### src/rtl/halt_cache_ctrl.sv
// Lookup/refill sequencer for one 8-way halt-tag cache set bank.
// Halt-tag filter, serial main-tag probe, round-robin refill.
module halt_cache_ctrl #(
  parameter int ADDR_W = 32,
  parameter int LINE_W = 256,
  parameter int NSETS  = 8
) (
  input  logic              clk,
  input  logic              reset,
  input  logic              req_valid,
  input  logic [ADDR_W-1:0] req_addr,
  output logic              req_ready,
  output logic              resp_valid,
  input  logic              resp_ready,
  output logic              resp_hit,
  output logic [LINE_W-1:0] resp_data,
  output logic [2:0]        set_sel,
  input  logic [31:0]       halt_tags,
  input  logic              way_viv,
  input  logic [19:0]       way_mtag,
  input  logic [LINE_W-1:0] way_data,
  output logic [7:0]        way_sel,
  output logic              way_we,
  output logic              way_viv_in,
  output logic [23:0]       way_tag_in,
  output logic [LINE_W-1:0] way_data_in,
  output logic              mem_req,
  output logic [ADDR_W-1:0] mem_addr,
  input  logic              mem_ack,
  input  logic [LINE_W-1:0] mem_data
);

  typedef enum logic [2:0] {
    IDLE, HALT, PROBE, MISS, FILL, RESP
  } state_t;

  state_t state, stateNext;

  logic [ADDR_W-1:5] addrQ;
  logic [7:0]        cand;
  logic [7:0]        candHalt;
  logic [7:0]        candLow;
  logic [7:0]        candRest;
  logic [LINE_W-1:0] lineQ;
  logic [LINE_W-1:0] respDataQ;
  logic              respHitQ;
  logic [2:0]        rr [NSETS];
  logic [2:0]        setIdx;
  logic              probeHit;
  logic              unusedBits;

  // Offset bits never matter: lines are fetched whole.
  assign unusedBits  = ^req_addr[4:0];

  assign setIdx      = addrQ[7:5];
  assign set_sel     = setIdx;
  assign mem_addr    = {addrQ, 5'b0};
  assign way_tag_in  = addrQ[31:8];
  assign way_data_in = lineQ;
  assign resp_data   = respDataQ;
  assign resp_hit    = respHitQ;

  // Halt-tag compare of all ways and lowest-candidate pick
  always_comb begin
    for (int i = 0; i < 8; i++) begin
      candHalt[i] = (halt_tags[4*i +: 4] == addrQ[11:8]);
    end
    candLow  = cand & (~cand + 8'd1);
    candRest = cand & ~candLow;
    probeHit = way_viv && (way_mtag == addrQ[31:12]);
  end

  // State register
  always_ff @(posedge clk or negedge reset) begin
    if (!reset) state <= IDLE;
    else        state <= stateNext;
  end

  // Next state and array/memory/handshake strobes
  always_comb begin
    stateNext  = state;
    req_ready  = 1'b0;
    resp_valid = 1'b0;
    mem_req    = 1'b0;
    way_we     = 1'b0;
    way_viv_in = 1'b0;
    way_sel    = '0;
    unique case (state)
      IDLE: begin
        req_ready = 1'b1;
        if (req_valid) stateNext = HALT;
      end
      HALT: begin
        stateNext = (candHalt == 8'd0) ? MISS : PROBE;
      end
      PROBE: begin
        way_sel = candLow;
        if (probeHit)              stateNext = RESP;
        else if (candRest == 8'd0) stateNext = MISS;
      end
      MISS: begin
        mem_req = 1'b1;
        if (mem_ack) stateNext = FILL;
      end
      FILL: begin
        way_sel    = 8'd1 << rr[setIdx];
        way_we     = 1'b1;
        way_viv_in = 1'b1;
        stateNext  = RESP;
      end
      RESP: begin
        resp_valid = 1'b1;
        if (resp_ready) stateNext = IDLE;
      end
      default: stateNext = IDLE;
    endcase
  end

  // Request latch, candidate set, refill line, response and RR pointers
  always_ff @(posedge clk or negedge reset) begin
    if (!reset) begin
      addrQ     <= '0;
      cand      <= '0;
      lineQ     <= '0;
      respDataQ <= '0;
      respHitQ  <= 1'b0;
      for (int s = 0; s < NSETS; s++) rr[s] <= '0;
    end else begin
      unique case (state)
        IDLE: begin
          if (req_valid) addrQ <= req_addr[ADDR_W-1:5];
        end
        HALT: cand <= candHalt;
        PROBE: begin
          if (probeHit) begin
            respDataQ <= way_data;
            respHitQ  <= 1'b1;
          end else begin
            cand <= candRest;
          end
        end
        MISS: begin
          if (mem_ack) lineQ <= mem_data;
        end
        FILL: begin
          rr[setIdx] <= rr[setIdx] + 3'd1;
          respDataQ  <= lineQ;
          respHitQ   <= 1'b0;
        end
        default: ;
      endcase
    end
  end

endmodule
### config.mk
export PLATFORM = sky130hd
export DESIGN_NAME = halt_cache_ctrl
export DESIGN_NICKNAME = d
export VERILOG_FILES = /design/src/rtl/halt_cache_ctrl.sv
export SDC_FILE = /design/constraint.sdc
export NUM_CORES = 1
export LEC_CHECK = 0
export BUFFER_PORTS_ARGS = -buffer_cell sky130_fd_sc_hd__clkbuf_2
export CAP_MARGIN = 40
export CORE_AREA = 2 2 461 463
export CTS_BUF_LIST = sky130_fd_sc_hd__clkbuf_8
export CTS_CLUSTER_DIAMETER = 60
export DETAILED_ROUTE_END_ITERATION = 12
export DIE_AREA = 0 0 463 465
export GPL_TIMING_DRIVEN = 1
export PLACE_DENSITY = 0.3
export SLEW_MARGIN = 20
export SYNTH_ARGS = -nofsm -noshare
export SYNTH_HDL_FRONTEND = slang
export SYNTH_SLANG_ARGS = --single-unit
### constraint.sdc
create_clock -name clk -period 2.8 [get_ports clk]
set_input_delay 0 -clock clk [delete_from_list [all_inputs] [get_ports clk]]
set_output_delay 0 -clock clk [all_outputs]
set_load 0.01 [all_outputs]
==> summary.txt, run 1 <==
Clock network
  – Hold_buf cts: 1194
  – Post-CTS Setup Repair Bufs: 9
  – CTS Root Cell: clkbuf_8
  – Num CTS Buffers: 119
  – Clock sink count: 575
  – H-Tree Depth: 3
  – Post-CTS resize count: 34
  – Max clock buf depth: 3

Die
  – Site Rows: 169
  – Die H: 465 µm
  – Initial Utilization: 11.5%
  – Io pins: 1187
  – Die Wd: 463 µm

Logic synthesis
  – Mux contribution to synthesized area: 15.7%
  – Post-synthesis compound-gate area fraction: 16.6%
  – Post-Syn Area: 24300 µm²
  – YS warnings: 0
  – #FFs+latches synth: 575
  – Sequential-to-total area share from yosys stat: 59.1%
  – Cells after synthesis: 1809
  – Post-Synth Adder-Cell Area: 0.308%
  – Largest family of logic cells by synthesized area: compound AO/OA/AOI/OAI gates
  – Async SR Flop Fraction: 100%
  – Synth Area in Simple Gates: 2.65%
  – EDFF count, synth: 0
  – Synthesized area per cell: 13.5 µm²
  – Ys flop type: dfrtp_1
  – Netlist cell types: 46
  – Synth Area in XOR/XNOR: 1.87%

Status
  – Failing step: 4_1_cts
  – Stop err: [ERROR RSZ-0060] Max buffer count reached.
  – Status: did not finish

Placed design
  – GPL Wtd Cong: 0.841
  – Placed cell count: 5742
  – IO Port Bufs: 1176
  – DP HPWL: 119000 µm
## synth_stat cells, drive strengths merged (7+ instances only)
cell type    n  area (µm²)
dfrtp      575       14400
mux2       292        3290
o21a       215        1610
o22a       215        1880
buf        120         713
nand2       75         284
o21ai       69         345
clkbuf      45         169
xnor2       45         394
mux2i       44         440
nand4       14        93.8
nor2        14        52.6
nand3       10        50.1
inv          7        26.3
xor2         7        61.3
## cells by family after synthesis
kind of cell	count (synthesis)
DFF	575
xor gates and xnor gates	52
muxes	340
other	1
buffers and inverters	172
AOI/OAI and AO/OA	526
and+or+nand+nor	137
adders and majority gates	6
## through the flow
stage | setup slack [ns] | instance area [µm²] | utilization, %
2_1_floorplan | 0.441 | 24400 | -
3_3_place_gp | 0.307 | 34000 | 16.2
3_5_place_dp | 0.295 | 34000 | 16.2
==> run 2, diff against run 1 <==
--- a/config.mk
+++ b/config.mk
@@ -7,13 +7,11 @@
 export LEC_CHECK = 0
 export BUFFER_PORTS_ARGS = -buffer_cell sky130_fd_sc_hd__clkbuf_2
 export CAP_MARGIN = 40
-export CORE_AREA = 2 2 461 463
-export CTS_BUF_LIST = sky130_fd_sc_hd__clkbuf_8
-export CTS_CLUSTER_DIAMETER = 60
+export CORE_AREA = 2 2 462 464
 export DETAILED_ROUTE_END_ITERATION = 12
-export DIE_AREA = 0 0 463 465
+export DIE_AREA = 0 0 464 466
 export GPL_TIMING_DRIVEN = 1
-export PLACE_DENSITY = 0.3
+export PLACE_DENSITY_LB_ADDON = 0.15
 export SLEW_MARGIN = 20
 export SYNTH_ARGS = -nofsm -noshare
 export SYNTH_HDL_FRONTEND = slang
==> summary.txt, run 2 <==
Global routing
  – Largest net degree at the start of global routing: 119
  – First-pass GRT wire length: 199000 µm
  – Initial antenna violation count: 16
  – Grt total ovfl: 0
  – Number of global-route vias before repair: 24900
  – GRT Total Usage: 12.9%

Logic synthesis
  – Netlist cell types: 46
  – Cells after synthesis: 1809
  – EDFF count, synth: 0
  – Sequential-to-total area share from yosys stat: 59.1%
  – Cell with the most instances after synthesis: dfrtp_1
  – #FFs+latches synth: 575
  – Ys flop type: dfrtp_1
  – Async SR Flop Fraction: 100%
  – Most frequent cells after synthesis: dfrtp_1, mux2_2, o21a_1, o22a_1, nand2_1
  – Synth area leaders: dfrtp_1, mux2_2, o22a_1, o21a_1, mux2i_1
  – Synthesized area per cell: 13.5 µm²
  – Post-Syn Area: 24300 µm²
  – Share of the synthesized area in the top cell type: 59.1%
  – Dominant cell type by area after synthesis: dfrtp_1
  – YS warnings: 0

Die
  – Die Wd: 464 µm
  – Core Area: 211000 µm²
  – DIE AREA: 216000 µm²
  – Io pins: 1187
  – Die H: 466 µm
  – Site Rows: 169
  – Initial Utilization: 11.5%

Worst setup path
  – CP Launch Type: flip-flop
  – Critical-path cell list: mux4_2, mux2i_2, inv_2, ha_4, buf_6, ha_4, a32o_2, buf_6
  – Crit path required time: 2.80 ns
  – CP Class: flip-flop to output port
  – Delay of the slowest critical-path stage: 0.59 ns
  – Slowest-stage cell, CP: mux4_2
  – Worst Path Max Fanout: 7
  – Critical path buffers and inverters: 3
  – Type of destination of the critical path: output port
  – Worst EP arrival: 2.86 ns
  – CP top delay family: multiplexers
  – Launch point of the worst reg-to-reg path: cand[1]$_DFFE_PN0P_
  – Crit path from: addrQ[7]$_DFFE_PN0P_

Timing
  – Fin crit share: 102%
  – Clock period minus worst slack: 2.86 ns
  – Slew HR: 24.2%
  – Slew @ Worst Pin: 1.14 ns
  – RSZ-0062 raised after global routing: true
  – Setup violators final: 2
  – Fin worst setup slack: -0.0640 ns
  – Max Fclk: 349 MHz
  – Hold Vio Cnt, Final: 0
  – Pins Over Slew Limit: 0
  – Layout Skew: 0.0235 ns

Drt
  – Routed WL: 145000 µm
  – Final ANT Viol Nets: 0
  – DRT iter0 DRCs: 878
  – DR vias/cell: 3.47
  – Initial DRT Pass Iterations: 5
  – Vias: 22900
  – WL per Instance: 22.0 µm
  – DR DRC count: 0

Final layout
  – Share of post-route cells with drive strength above 1: 45.8%
  – Layout net count: 4303
  – Commonest non-fill, non-tap cell in the layout: clkbuf_2
  – Most frequent cells in the layout: clkbuf_2, dlygate4sd3_1, dfrtp_1
  – Area growth from synthesis to final layout: 79.7%
  – Finished Core Util: 20.7%

Status
  – Status: finished, violations left
  – Failing checks: setup timing

Worst hold path
  – Min-delay src: mem_data[148]
  – Hold Path Class: primary input to flip-flop

Placed design
  – DP HPWL: 112000 µm
  – IO Port Bufs: 1176
  – GPL Wtd Cong: 0.773

Clock network
  – Num CTS Buffers: 80
  – CTS Root Cell: clkbuf_16
  – Reg clk slew, reported paths: 0.06 ns
  – CTS tree: built
  – Max clock buf depth: 3
  – Clock sink count: 575
  – Worst skew pair latency: 0.70 ns
  – H-Tree Depth: 3

Pwr
  – Power per cell area: 1050 nW/µm²
  – Lkg Pwr: 19.6 nW
  – Tot Pwr: 0.0458 W
  – Worst vdd ir: 0.000510 V

Flow run
  – Max-cap violations: 0
==> run 2: timing repair <==
action,CTS,global route
resized for setup,23,18
setup buffers,3,1
endpoints found under the hold margin,1109,0
endpoints found under the setup margin,10,11
cloned,0,1
hold buffers,691,0
pin swaps,4,4
==> run 2: stage by stage <==
| step | area (µm²) | std cells | setup WS, ns | hold slack (ns) | setup TNS [ns] |
|---|---|---|---|---|---|
| final | 43800 | 6584 | -0.0640 | 0.0896 | -0.0851 |
| after detailed placement | 34000 | 5739 | 0.310 | 0.0596 | 0 |
| after global routing | 43700 | 6582 | -0.207 | 0.0196 | -1.02 |
| after CTS | 43600 | 6571 | -0.179 | 0.00000699 | -0.570 |
| after floorplan | 24400 | 1813 | 0.441 | -0.296 | 0 |
| after global placement | 34000 | 5739 | 0.291 | 0.0600 | 0 |
==> run 2: area by class of cell <==
cell class	instances	area, µm²
inverters	7	31.3
multi-input cells	1066	9210
clock buffers	119	2330
flip-flops and latches	575	14400
well taps	2821	3530
diodes	11	27.5
repair buffers	1965	14000
clock inverters	20	278
fillers	23300	167000
==> run 2: worst reg2reg max path, cell delays in order (launching register included) <==
cell,delay [ns]
dfrtp_1,0.46
nor3_2,0.25
nand2b_1,0.25
a2111oi_0,0.49
o32ai_1,0.19
a21oi_1,0.24
a21o_1,0.13
dlygate4sd3_1,0.53
==> run 2: final timing paths <==
kind,end,slack (ns),cells after the start
max,way_sel[7],-0.06,8
min,way_data_in[148]$_DFFE_PN0P_,0.09,3
max reg2reg,state[2]$_DFFE_PN0P_,0.20,7
min reg2reg,rr[15]$_DFFE_PN0P_,0.48,2
max in group asynchronous,resp_data[132]$_DFFE_PN0P_,2.04,3
min in group asynchronous,addrQ[28]$_DFFE_PN0P_,0.19,3
==> run 2: cell families after synthesis <==
kind of cell,share of synthesized area (%)
other cells,0.0154
buf+inv,3.73
mux,15.7
fa+ha+maj,0.308
compound gates,16.6
simple gates,2.65
flops,59.1
xor+xnor,1.87
==> run 2: power breakdown <==
group          total [W]  switching [W]  internal, W
logic             0.0191         0.0103      0.00881
registers         0.0162        0.00373       0.0125
clock network     0.0104        0.00435      0.00605
==> run 2: metal layers <==
layer / vias to the layer above / GRT usage (%) / share of wire [%]
met5: - / 0 / 0.010
li1: 10400 / - / -
met2: 895 / 21.0 / 47
met1: 11400 / 15.1 / 40
met3: 184 / 5.87 / 9.9
met4: 2 / 4.12 / 3.1
No activity file was read; power rests on OpenSTA's default activity.
==> run 3, diff against run 2 <==
--- a/config.mk
+++ b/config.mk
@@ -5,11 +5,11 @@
 export SDC_FILE = /design/constraint.sdc
 export NUM_CORES = 1
 export LEC_CHECK = 0
-export BUFFER_PORTS_ARGS = -buffer_cell sky130_fd_sc_hd__clkbuf_2
 export CAP_MARGIN = 40
 export CORE_AREA = 2 2 462 464
 export DETAILED_ROUTE_END_ITERATION = 12
 export DIE_AREA = 0 0 464 466
+export DONT_BUFFER_PORTS = 1
 export GPL_TIMING_DRIVEN = 1
 export PLACE_DENSITY_LB_ADDON = 0.15
 export SLEW_MARGIN = 20
==> summary.txt, run 3 (same netlist as run 2, synthesis figures left out) <==
Pwr
  – Power share of the sequential group: 49.1%
  – Net switching power: 0.0171 W
  – Tot Pwr: 0.0426 W
  – Combinational share of power: 26.7%
  – Power per cell area: 1080 nW/µm²
  – Int Pwr: 0.0255 W
  – Lkg Pwr: 15.4 nW
  – Switching Fraction: 40.2%
  – Worst vdd ir: 0.000564 V
  – Clock network power share: 24.2%

Global routing
  – Initial antenna violation count: 16
  – Largest net degree at the start of global routing: 576
  – Grt total ovfl: 0
  – First-pass GRT wire length: 180000 µm
  – Number of global-route vias before repair: 21600
  – GRT Total Usage: 11.8%

Die
  – Site Rows: 169
  – Die Wd: 464 µm
  – DIE AREA: 216000 µm²
  – Initial Utilization: 11.5%
  – Io pins: 1187
  – Core Area: 211000 µm²
  – Die H: 466 µm

Drt
  – Final ANT Viol Nets: 0
  – Routed WL: 134000 µm
  – DR vias/cell: 3.53
  – Vias: 19600
  – DRT iter0 DRCs: 767
  – Initial DRT Pass Iterations: 5
  – WL per Instance: 24.1 µm
  – DR DRC count: 0

Final layout
  – Share of post-route cells with drive strength above 1: 19.7%
  – Final Cell Area: 39400 µm²
  – Area growth from synthesis to final layout: 61.7%
  – Commonest non-fill, non-tap cell in the layout: dlygate4sd3_1
  – Register area: 14400 µm²
  – Most frequent cells in the layout: dlygate4sd3_1, dfrtp_1, mux2_2
  – Area of the multi-input gates: 9160 µm²
  – Fill cells: 23000
  – Layout net count: 3278
  – Fin cells: 5560

Worst setup path
  – Crit path required time: 3.43 ns
  – Worst EP arrival: 3.33 ns
  – CP Launch Type: flip-flop
  – CP Class: flip-flop to flip-flop
  – Type of destination of the critical path: flip-flop
  – Worst Path Max Fanout: 11

Timing
  – Pins Over Slew Limit: 0
  – Layout Skew: 0.0403 ns
  – Setup violators final: 0
  – Setup TNS: 0 ns
  – Fin worst setup slack: 0.101 ns
  – Slew HR: 40.0%
  – Clock period minus worst slack: 2.70 ns
  – Slew @ Worst Pin: 0.899 ns
  – RSZ-0062 raised after global routing: true
  – Max Fclk: 371 MHz
  – Hold Vio Cnt, Final: 0
  – Fin crit share: 96.4%

Clock network
  – CTS tree: built
  – Reg clk slew, reported paths: 0.06 ns
  – Worst skew pair latency: 0.69 ns
  – Max clock buf depth: 3
  – Clock sink count: 575
  – Num CTS Buffers: 78
  – H-Tree Depth: 3
  – CTS Root Cell: clkbuf_16

Placed design
  – IO Port Bufs: 0
  – Pre-CTS setup slack: 0.261 ns
  – Placed cell count: 4553
  – Placed Area: 27900 µm²
  – GPL Wtd Cong: 0.867
  – DP HPWL: 102000 µm

Worst hold path
  – Hold Path Class: primary input to flip-flop

Flow run
  – Max-cap violations: 0

Status
  – Status: finished, final reports clean
run 3: stage by stage:
stage | utilization (%) | hold slack, ns
finish | 18.6 | 0.0821
global route | 18.6 | 0.0114
CTS | 18.4 | -1.09
detailed placement | 13.2 | -0.274
global placement | 13.2 | -0.277
floorplan | - | -0.296
run 3: final timing paths:
kind / from / end / slack [ns] / depth (start not counted)
setup / recovery: addrQ[10]$_DFFE_PN0P_ / state[0]$_DFFE_PN0P_ / 0.10 / 6
hold / removal: mem_data[137] / way_data_in[137]$_DFFE_PN0P_ / 0.08 / 2
setup reg to reg: addrQ[10]$_DFFE_PN0P_ / state[0]$_DFFE_PN0P_ / 0.10 / 6
hold reg to reg: rr[14]$_DFFE_PN0P_ / rr[14]$_DFFE_PN0P_ / 0.48 / 2
max in group asynchronous: reset / way_data_in[150]$_DFFE_PN0P_ / 0.81 / 5
min in group asynchronous: reset / addrQ[29]$_DFFE_PN0P_ / 0.52 / 4
run 3: area by class of cell:
type	count	share of cell area, %
Sequential cell	575	36.6
Timing Repair Buffer	942	24.5
Multi-Input combinational cell	1066	23.3
Tap cell	2821	8.96
Clock buffer	110	5.65
Clock inverter	25	0.947
Antenna cell	14	0.0890
Inverter	7	0.0667
run 3: routing by layer:
metal / vias up / track usage [%] / part of all wire (%) / routed length [µm]
met3: 211 / 6.46 / 12 / 16600
li1: 8350 / - / - / -
met2: 1034 / 19.6 / 47 / 63500
met5: - / 0 / 0.0097 / 13
met1: 10000 / 12.7 / 37 / 49300
met4: 2 / 3.63 / 3.4 / 4520
run 3: worst max-delay path, stage by stage, from the launching register on:
cell and delay (ns):
dfrtp_1 0.92, xnor2_1 0.18, nand4_1 0.16, dlygate4sd3_1 0.60
inv_1 0.09, o41ai_1 0.51, a211o_1 0.19
run 3: what timing repair did:
item                                     CTS  global route
pin swaps                                  1             2
setup buffers                              1             8
endpoints found under the setup margin     8            38
cloned                                     0             3
hold buffers                             838             4
resized for setup                         10            10
endpoints found under the hold margin   1125           308
run 3: power groups by stage:
| stage | combinational, W | sequential, W | clock [W] |
|---|---|---|---|
| floorplan | 0.00685 | 0.0170 | 0 |
| detailed placement | 0.00880 | 0.0215 | 0 |
| global route | 0.0124 | 0.0218 | 0.0111 |
| CTS | 0.0111 | 0.0214 | 0.0108 |
| global placement | 0.00861 | 0.0216 | 0 |
| finish | 0.0114 | 0.0209 | 0.0103 |
